<file path="src/rtl/mem_cmd_controller_if.sv">
// UART-side byte handshake between the receiver/transmitter and mem_cmd_controller.
// Slave modport is the controller; master modport is the UART (or its model).
interface mem_cmd_controller_if;
    logic       received;
    logic [7:0] rx_byte;
    logic       recv_error;
    logic       is_transmitting;
    logic       transmit;
    logic [7:0] tx_byte;
    logic       busy;

    modport master (
        output received, rx_byte, recv_error, is_transmitting,
        input  transmit, tx_byte, busy
    );

    modport slave (
        input  received, rx_byte, recv_error, is_transmitting,
        output transmit, tx_byte, busy
    );
endinterface

</file>
<file path="src/rtl/mem_cmd_controller.sv">
// UART byte-command RAM controller (W/R/B commands); idle-parse timeout under MEM_CMD_TIMEOUT_EN.
// Latency: read reply 3 cycles after address byte, write ack 2 cycles after data byte.
// Backpressure: waits on is_transmitting per reply byte; bytes arriving outside parse states are dropped.
module mem_cmd_controller #(
    parameter int ADDR_WIDTH     = 8,
    parameter int TIMEOUT_CYCLES = 1200000
) (
    input logic                 clk,
    input logic                 rst,
    mem_cmd_controller_if.slave bus
);

    localparam logic [3:0] S_IDLE     = 4'd0;
    localparam logic [3:0] S_GET_ADDR = 4'd1;
    localparam logic [3:0] S_GET_DATA = 4'd2;
    localparam logic [3:0] S_GET_LEN  = 4'd3;
    localparam logic [3:0] S_RD_ISSUE = 4'd4;
    localparam logic [3:0] S_RD_WAIT  = 4'd5;
    localparam logic [3:0] S_SEND     = 4'd6;
    localparam logic [3:0] S_TX_START = 4'd7;
    localparam logic [3:0] S_TX_DONE  = 4'd8;
    localparam logic [3:0] S_WRITE    = 4'd9;

    localparam logic [1:0] CMD_WR    = 2'd0;
    localparam logic [1:0] CMD_RD    = 2'd1;
    localparam logic [1:0] CMD_BURST = 2'd2;

    generate
        if (ADDR_WIDTH < 1 || ADDR_WIDTH > 8 || TIMEOUT_CYCLES < 2) begin : g_bad_params
            $error("mem_cmd_controller: illegal ADDR_WIDTH or TIMEOUT_CYCLES");
        end
    endgenerate

    logic [3:0]            state;
    logic [1:0]            cmd_q;
    logic [ADDR_WIDTH-1:0] addr_q;
    logic [7:0]            wdat_q;
    logic [8:0]            burst_cnt;
    logic [7:0]            tx_byte_q;
    logic [7:0]            rd_dat;
    logic [7:0]            mem [2**ADDR_WIDTH];
    logic                  parse_state;
    logic                  timeout_hit;

    assign parse_state = (state == S_GET_ADDR) || (state == S_GET_DATA) || (state == S_GET_LEN);

`ifdef MEM_CMD_TIMEOUT_EN
    localparam int TO_W = $clog2(TIMEOUT_CYCLES);
    logic [TO_W-1:0] to_cnt;

    // Counter sits at zero outside the parse states, so entering one starts a fresh window.
    always_ff @(posedge clk) begin
        if (rst) begin
            to_cnt <= '0;
        end else if (!parse_state || bus.received) begin
            to_cnt <= '0;
        end else begin
            to_cnt <= to_cnt + 1'b1;
        end
    end

    assign timeout_hit = parse_state && (to_cnt == TO_W'(TIMEOUT_CYCLES - 1));
`else
    assign timeout_hit = 1'b0;
`endif

    always_ff @(posedge clk) begin
        if (rst) begin
            state     <= S_IDLE;
            cmd_q     <= CMD_WR;
            addr_q    <= '0;
            wdat_q    <= 8'h00;
            burst_cnt <= 9'd0;
            tx_byte_q <= 8'h00;
        end else begin
            case (state)
                S_IDLE: begin
                    if (bus.received) begin
                        case (bus.rx_byte)
                            8'h57: begin cmd_q <= CMD_WR;    state <= S_GET_ADDR; end
                            8'h52: begin cmd_q <= CMD_RD;    state <= S_GET_ADDR; end
                            8'h42: begin cmd_q <= CMD_BURST; state <= S_GET_ADDR; end
                            default: begin
                                tx_byte_q <= 8'h3F;
                                state     <= S_SEND;
                            end
                        endcase
                    end
                end
                // In the parse states a same-cycle byte beats timer expiry; a framing error beats both.
                S_GET_ADDR: begin
                    if (bus.recv_error) begin
                        state <= S_IDLE;
                    end else if (bus.received) begin
                        addr_q <= bus.rx_byte[ADDR_WIDTH-1:0];
                        case (cmd_q)
                            CMD_WR:    state <= S_GET_DATA;
                            CMD_BURST: state <= S_GET_LEN;
                            default: begin
                                burst_cnt <= 9'd1;
                                state     <= S_RD_ISSUE;
                            end
                        endcase
                    end else if (timeout_hit) begin
                        state <= S_IDLE;
                    end
                end
                S_GET_DATA: begin
                    if (bus.recv_error) begin
                        state <= S_IDLE;
                    end else if (bus.received) begin
                        wdat_q <= bus.rx_byte;
                        state  <= S_WRITE;
                    end else if (timeout_hit) begin
                        state <= S_IDLE;
                    end
                end
                S_GET_LEN: begin
                    if (bus.recv_error) begin
                        state <= S_IDLE;
                    end else if (bus.received) begin
                        burst_cnt <= (bus.rx_byte == 8'h00) ? 9'd256 : {1'b0, bus.rx_byte};
                        state     <= S_RD_ISSUE;
                    end else if (timeout_hit) begin
                        state <= S_IDLE;
                    end
                end
                S_RD_ISSUE: begin
                    addr_q    <= addr_q + 1'b1;
                    burst_cnt <= burst_cnt - 9'd1;
                    state     <= S_RD_WAIT;
                end
                S_RD_WAIT: begin
                    tx_byte_q <= rd_dat;
                    state     <= S_SEND;
                end
                S_SEND: begin
                    if (!bus.is_transmitting) state <= S_TX_START;
                end
                S_TX_START: begin
                    if (bus.is_transmitting) state <= S_TX_DONE;
                end
                S_TX_DONE: begin
                    if (!bus.is_transmitting) state <= (burst_cnt != 9'd0) ? S_RD_ISSUE : S_IDLE;
                end
                S_WRITE: begin
                    tx_byte_q <= 8'h4B;
                    state     <= S_SEND;
                end
                default: state <= S_IDLE;
            endcase
        end
    end

    // RAM is deliberately outside the reset domain; contents survive rst.
    always_ff @(posedge clk) begin
        if (state == S_WRITE) mem[addr_q] <= wdat_q;
        if (state == S_RD_ISSUE) rd_dat <= mem[addr_q];
    end

    assign bus.transmit = (state == S_SEND) && !bus.is_transmitting;
    assign bus.tx_byte  = tx_byte_q;
    assign bus.busy     = (state != S_IDLE);

endmodule
</file>
<file path="src/flat_wrapper.sv">
// flat-port wrapper written by rule: the top's interface ports become plain ports
module mem_cmd_controller_flat 
#(
    parameter int ADDR_WIDTH     = 8,
    parameter int TIMEOUT_CYCLES = 1200000
)
  (clk, rst, bus_received, bus_rx_byte, bus_recv_error, bus_is_transmitting, bus_transmit, bus_tx_byte, bus_busy);
  mem_cmd_controller_if bus_i ();
  input logic clk;
  input logic rst;
  input wire logic [$bits(bus_i.received)-1:0] bus_received;
  input wire logic [$bits(bus_i.rx_byte)-1:0] bus_rx_byte;
  input wire logic [$bits(bus_i.recv_error)-1:0] bus_recv_error;
  input wire logic [$bits(bus_i.is_transmitting)-1:0] bus_is_transmitting;
  output wire logic [$bits(bus_i.transmit)-1:0] bus_transmit;
  output wire logic [$bits(bus_i.tx_byte)-1:0] bus_tx_byte;
  output wire logic [$bits(bus_i.busy)-1:0] bus_busy;
  assign bus_i.received = bus_received;
  assign bus_i.rx_byte = bus_rx_byte;
  assign bus_i.recv_error = bus_recv_error;
  assign bus_i.is_transmitting = bus_is_transmitting;
  assign bus_transmit = bus_i.transmit;
  assign bus_tx_byte = bus_i.tx_byte;
  assign bus_busy = bus_i.busy;
  mem_cmd_controller #(.ADDR_WIDTH(ADDR_WIDTH), .TIMEOUT_CYCLES(TIMEOUT_CYCLES)) u_core (.clk(clk), .rst(rst), .bus(bus_i));
endmodule
</file>
<file path="config.mk">
export PLATFORM = sky130hd
export DESIGN_NAME = mem_cmd_controller_flat
export DESIGN_NICKNAME = d
export VERILOG_FILES = /design/src/rtl/mem_cmd_controller_if.sv /design/src/rtl/mem_cmd_controller.sv /design/src/flat_wrapper.sv
export SDC_FILE = /design/constraint.sdc
export NUM_CORES = 2
export LEC_CHECK = 0
export BUFFER_PORTS_ARGS = -buffer_cell sky130_fd_sc_hd__clkbuf_2
export CORE_AREA = 2 2 366 332
export DETAILED_ROUTE_END_ITERATION = 8
export DIE_AREA = 0 0 368 334
export GPL_TIMING_DRIVEN = 0
export HOLD_SLACK_MARGIN = 0.02
export PLACE_DENSITY = 0.85
export SETUP_SLACK_MARGIN = 0.15
export SYNTH_ARGS = -nofsm -noshare
export SYNTH_HDL_FRONTEND = slang
export SYNTH_SLANG_ARGS = --single-unit
</file>
<file path="constraint.sdc">
create_clock -name clk -period 11.2 [get_ports clk]
set_input_delay 0.56 -clock clk [delete_from_list [all_inputs] [get_ports clk]]
set_output_delay 0.56 -clock clk [all_outputs]
set_load 0.02 [all_outputs]
</file>
# Word-level counts from Yosys, hierarchy flattened
# Memories as Yosys holds them, arrays and structs flattened. A register that Yosys moved wholly into a read port is not among the register bits.
# Index checks and enable logic that the tools add are counted.
[op_classes]
add_sub_neg = 2
n_eq_ne = 26
n_mux = 30
n_bitwise = 1
reduce_logical = 20
[ops]
columns = ["cell", "count"]
rows = [
  ["$mux 9", 6],
  ["$mux 4", 10],
  ["$pmux 4 s9", 1],
  ["$mux 8", 4],
  ["$pmux 9 s3", 1],
  ["$eq 8x7->1 const B", 3],
  ["$pmux 8 s3", 1],
  ["$ne 2x2->1 const B", 10],
  ["$eq 4x3->1 const B", 4],
  ["$pmux 8 s2", 1],
  ["$reduce_and 3->1", 4],
  ["$ne 3x3->1 const B", 3],
  ["$reduce_bool 3->1", 3],
  ["$reduce_bool 9->1", 1],
  ["$sub 9x1->9 const B", 1],
  ["$add 8x1->8 const B", 1],
  ["$eq 4x2->1 const B", 2],
  ["$eq 4x4->1 const B", 2],
  ["$logic_not 8->1", 1],
  ["$reduce_and 7->1", 1],
  ["$mux 3", 2],
  ["$pmux 2 s3", 1],
  ["$pmux 3 s2", 1],
  ["$reduce_and 6->1", 1],
  ["other kinds (12)", 14],
]
[totals]
reg_bits = 39
mem_bits_rw = 2048
inputBits = 13
elab_cells = 86
memories = 1
[memory_table]
columns = ["memory", "depth", "word_bits", "read_ports", "rd_clocked_by_memory_dff", "wr", "line", "source"]
rows = [
  ["u_core.mem", 256, 8, 1, 1, 1, "mem_cmd_controller.sv:41", "logic [7:0] mem [2**ADDR_WIDTH];"],
]

# Logic depth before layout (Yosys ltp)
[depth]
word_depth = 6
mapped_depth = 9
mapped_depth_nobuf = 8

# Worst setup path before layout
# Ideal clock, no wire load.
[synth_path]
path_type = "reg2reg"
start = "register u_core.wdat_q[0]"
end = "memory u_core.mem[0][0], data pin"
setup_ns = 0.856
t_arrival_ns = 3.397
required_ns = 10.344
path_slack_ns = 6.947
stages_incl_launch_ff = 1
n_path_buf = 0
cell_sequence = "dfxtp_1"
[synth_rtl]
columns = ["element", "line", "source"]
rows = [
  ["start: declaration", "mem_cmd_controller.sv:37", "logic [7:0] wdat_q;"],
  ["start signal: assignment", "mem_cmd_controller.sv:112", "wdat_q <= bus.rx_byte;"],
  ["end: declaration", "mem_cmd_controller.sv:41", ""],
]
# No word-level cell before the write port.

# Final worst setup path
[layout_path]
start = "register u_core.addr_q[2]"
end = "memory u_core.mem[127][1] (enable)"
[layout_rtl]
columns = ["element", "line", "source"]
rows = [
  ["start: declaration", "mem_cmd_controller.sv:36", "logic [ADDR_WIDTH-1:0] addr_q;"],
  ["start signal: assignment", "mem_cmd_controller.sv:95", "addr_q <= bus.rx_byte[ADDR_WIDTH-1:0];"],
  ["start signal: assignment", "mem_cmd_controller.sv:129", "addr_q <= addr_q + 1'b1;"],
]
# No word-level cell before the write port.

==> results.sh <==
export IMPL_result_of_the_run="finished with violations"
export IMPL_failing_checks="design-rule violations, max-capacitance violations, max-slew violations"
export IMPL_cpMaxStageDelayCell="sky130_fd_sc_hd__nand3_1"
export IMPL_rows=121
export IMPL_synth_area_mux_share_pct=14.4
export IMPL_cellPowerDensity_nw_per_um2=227
export IMPL_core_sq_um=120000
export IMPL_max_h_tree_level=4
export IMPL_ctsLongestPathBuffers=3
export IMPL_cp_data_required_time_ns=11.66
export IMPL_cts_buffers=189
export IMPL_synthesis_instances=3807
export IMPL_synth_yosys_warnings=0
export IMPL_most_frequent_cp_cell="sky130_fd_sc_hd__clkbuf_1"
export IMPL_synth_cell_area_sq_um=80600
export IMPL_cts_setup_buffers=0
export IMPL_slew_at_the_pin_closest_to_its_max_slew_limit_ns=1.51
export IMPL_synthFlopType="sky130_fd_sc_hd__edfxtp_1"
export IMPL_max_clock_freq_mhz=153
export IMPL_power_combinational_fraction_pct=24.6
export IMPL_report_final_slew_viol_count=14
export IMPL_cp_data_arrival_time_ns=7.01
export IMPL_r2r_worst_path_cells=7
export IMPL_worst_ir_drop_vdd_mv=0.171
export IMPL_regToRegStartpoint="u_core.addr_q[2]"
export IMPL_first_pass_detailed_route_iteration_total=9
export IMPL_ant_nets=0
export IMPL_synth_net_count=3826
export IMPL_post_synth_main_area_contributors="sky130_fd_sc_hd__edfxtp_1 77%, sky130_fd_sc_hd__mux4_2 14%, sky130_fd_sc_hd__a22oi_1 2.5%"
export IMPL_gp_congestion=0.995
export IMPL_r2r_end="u_core.mem[127][1]"
export IMPL_critPathLaunchType="register"
export IMPL_max_cap_viol_count=3
export IMPL_design_area_sq_um=89600
export IMPL_clk_insertion_delay_late_ns=0.86
export IMPL_post_layout_total_power_mw=20.3
export IMPL_initial_utilization_pct=67.4
export IMPL_clock_sinks=2095
export IMPL_wl_per_cell_um=41.4
export IMPL_power_report_internal_total_mw=14.1
export IMPL_power_net_switching_mw=6.19
export IMPL_synth_async_reset_ratio_pct=0
export IMPL_synth_simple_gate_area_share_pct=2.26
export IMPL_finalWirelength_um=241000
export IMPL_worst_path_max_fanout=10
export IMPL_tritoncts="yes"
export IMPL_cpLargestDelayFamily="buffers and inverters"
export IMPL_finalSetupTns_ns=0
export IMPL_cp_cell_sequence="and2_1 -> clkbuf_1 -> clkbuf_1 -> buf_2 -> nand3_1 -> clkbuf_2 -> nor2_1"
export IMPL_global_route_usage_total_pct=39.8
export IMPL_filler_cell_count=5929
export IMPL_main_combinational_cell_family_by_area_after_synthesis="multiplexers"
export IMPL_grt_overflow_total=0
export IMPL_post_route_min_period_ns=6.56
export IMPL_post_synth_fa_ha_maj_area_fraction_pct=0.0932
export IMPL_detail_route_vias_per_cell=7.80
export IMPL_timing_worst_setup_path_type="register to register"
export IMPL_power_share_clock_pct=32.2
export IMPL_ctsResizeCount=0
export IMPL_antenna_violations_before_repair=15
export IMPL_hold_path_stages=3
export IMPL_synth_cell_types=51
export IMPL_grt_max_degree=103
export IMPL_post_synth_cell_area_avg_sq_um=21.2
export IMPL_dpl_hpwl_um=141000
export IMPL_drc=11
export IMPL_hold_buffers=0
export IMPL_initial_detailed_routing_violation_count=9505
export IMPL_crit_path_max_incr_delay_ns=1.20
export IMPL_finClkSkew_ns=0.0336
export IMPL_grt_pass1_vias=44500
export IMPL_critical_path_n_buffers_inverters=4
export IMPL_synth_largest_area_cell="sky130_fd_sc_hd__edfxtp_1"
export IMPL_power_frac_seq_pct=43.2
export IMPL_hold_class="input pin to register"
export IMPL_design_die_area_sq_um=123000
export IMPL_multiInputGateArea_sq_um=16900
export IMPL_via_count_of_the_routed_design=45400
export IMPL_numPortBuffers=21
export IMPL_seq_area_frac_synth_pct=77.6
export IMPL_cts_root_buffer="sky130_fd_sc_hd__clkbuf_16"
export IMPL_final_setup_viol_count=0
export IMPL_global_route_wire_length_before_repair_um=336000
export IMPL_drive_above_1_share_pct=22.0
export IMPL_synth_top_cell_area_share_pct=76.6
export IMPL_timing_reg2reg_setup_slack_ns=4.64
export IMPL_design_final_nets=4062
export IMPL_boundaryPins=23
export IMPL_regArea_sq_um=62600
export IMPL_slew_headroom_pct=-2.17
export IMPL_die_height_um=334
export IMPL_synth_xor_xnor_area_share_pct=0.0326
export IMPL_layout_worst_path_cycle_share_pct=58.5
export IMPL_clk_transition_reported_paths_ns=0.06
export IMPL_worstSetupEndpointType="register"
export IMPL_place_area_sq_um=83400
export IMPL_hold_ws_ns=0.114
export IMPL_cellLeakagePower_nw=26.7
export IMPL_fp_dieW_um=368
export IMPL_switching_share_pct=30.4
export IMPL_final_hold_violation_count=0
export IMPL_hold_start="bus_rx_byte[4]"
export IMPL_ys_ff_latch=2095
export IMPL_synth_enable_flop_cells=2056
export IMPL_syn2layout_area_growth_pct=11.1
export IMPL_synth_compound_gate_area_share_pct=4.20
export IMPL_rsz_0062_raised_after_global_routing="no"
export IMPL_timing_hold_worst_endpoint="u_core.cmd_q[0]"
[tightest hold or removal path: cells and delay by family]
kind            cells  cell delay, ns
simple gates        1            0.11
compound gates      1            0.06
buf+inv             1            0.17
[cell type report]
type,instances,area share [%]
Sequential cell,2095,69.8
Multi-Input combinational cell,1463,18.9
Clock inverter,113,1.30
Inverter,11,0.0461
Clock buffer,236,5.55
Tap cell,1599,2.23
Timing Repair Buffer,45,0.821
Buffer,238,1.26
Antenna cell,20,0.0559
[how the worst max path moves through the flow]
stage                           from            endpoint  slack [ns]  cells after the start
global route        u_core.addr_q[2]  u_core.mem[191][2]        5.07                      7
CTS                 u_core.addr_q[2]  u_core.mem[127][1]        5.38                      7
global placement    u_core.wdat_q[3]  u_core.mem[174][3]        3.04                      0
detailed placement  u_core.addr_q[2]  u_core.mem[191][7]        5.48                      7
floorplan           u_core.wdat_q[0]    u_core.mem[0][0]        6.95                      0
finish              u_core.addr_q[2]  u_core.mem[127][1]        4.64                      7
[placed cells by master, fill, tap and decap left out, types with 9 or more instances in the layout]
cell,count
sky130_fd_sc_hd__edfxtp_1,2056
sky130_fd_sc_hd__mux4_2,512
sky130_fd_sc_hd__nor2_1,308
sky130_fd_sc_hd__a22oi_1,265
sky130_fd_sc_hd__clkbuf_16,190
sky130_fd_sc_hd__clkbuf_1,172
sky130_fd_sc_hd__a21oi_1,143
sky130_fd_sc_hd__nand2_1,55
sky130_fd_sc_hd__clkbuf_2,40
sky130_fd_sc_hd__clkinv_1,37
sky130_fd_sc_hd__clkinv_2,36
sky130_fd_sc_hd__o41ai_1,31
sky130_fd_sc_hd__dfxtp_1,31
sky130_fd_sc_hd__buf_2,29
sky130_fd_sc_hd__buf_1,26
sky130_fd_sc_hd__buf_4,21
sky130_fd_sc_hd__diode_2,20
sky130_fd_sc_hd__bufinv_16,20
sky130_fd_sc_hd__buf_16,20
sky130_fd_sc_hd__o21ai_0,19
sky130_fd_sc_hd__nand3_1,15
sky130_fd_sc_hd__buf_6,13
sky130_fd_sc_hd__nand4_1,12
sky130_fd_sc_hd__nor2b_1,11
sky130_fd_sc_hd__inv_1,10
sky130_fd_sc_hd__nor3_1,9
sky130_fd_sc_hd__mux2i_1,9
sky130_fd_sc_hd__clkinv_8,9
[cells in the mapped netlist, drive strengths merged, types with 15 or more instances]
master,count
a21oi,143
a22oi,265
clkbuf,149
mux4,512
o21ai,19
nand3,15
o41ai,32
edfxtp,2056
nand2,55
dfxtp,39
buf,89
nor2,308
[registers in the layout, summed over array words and instances (netlist names)]
| register | cells |
|---|---|
| u_core.cmd_q | 2 |
| u_core.bus.tx_byte | 8 |
| u_core.rd_dat | 8 |
| u_core.wdat_q | 8 |
| u_core.burst_cnt | 9 |
| u_core.mem | 2048 |
| u_core.addr_q | 8 |
| u_core.state | 4 |
[per-stage QoR]
stage / setup slack [ns] / utilization, % / instances
3_5_place_dp: 5.48 / 69.7 / 5451
3_3_place_gp: 3.04 / 69.1 / 5427
5_1_grt: 5.07 / 74.8 / 5800
2_1_floorplan: 6.95 / - / 3807
4_1_cts: 5.38 / 74.8 / 5800
6_report: 4.64 / 74.9 / 5820
[cell families after synthesis]
family	count (synthesis)
AOI/OAI and AO/OA	495
xor gates and xnor gates	3
adders and majority gates	6
buffers and inverters	249
DFF	2095
muxes	521
and+or+nand+nor	438
[metal layers]
metal / vias up / routed length, um / global-route usage, %
met5: - / 527 / 0.981
met4: 18 / 19100 / 25.3
met3: 1144 / 39500 / 16.3
met2: 5048 / 109000 / 58.1
met1: 22700 / 73300 / 49.9
li1: 16500 / - / -
[power groups by stage]
stage | Sequential, mW | Clock (mW) | Combinational [mW]
after global routing | 8.78 | 6.77 | 5.02
after global placement | 9.12 | 0 | 4.34
after CTS | 8.78 | 6.50 | 4.76
final | 8.79 | 6.55 | 4.99
after floorplan | 9.01 | 0 | 2.92
after detailed placement | 8.95 | 0 | 4.59
(Power assumes the default switching activity.)
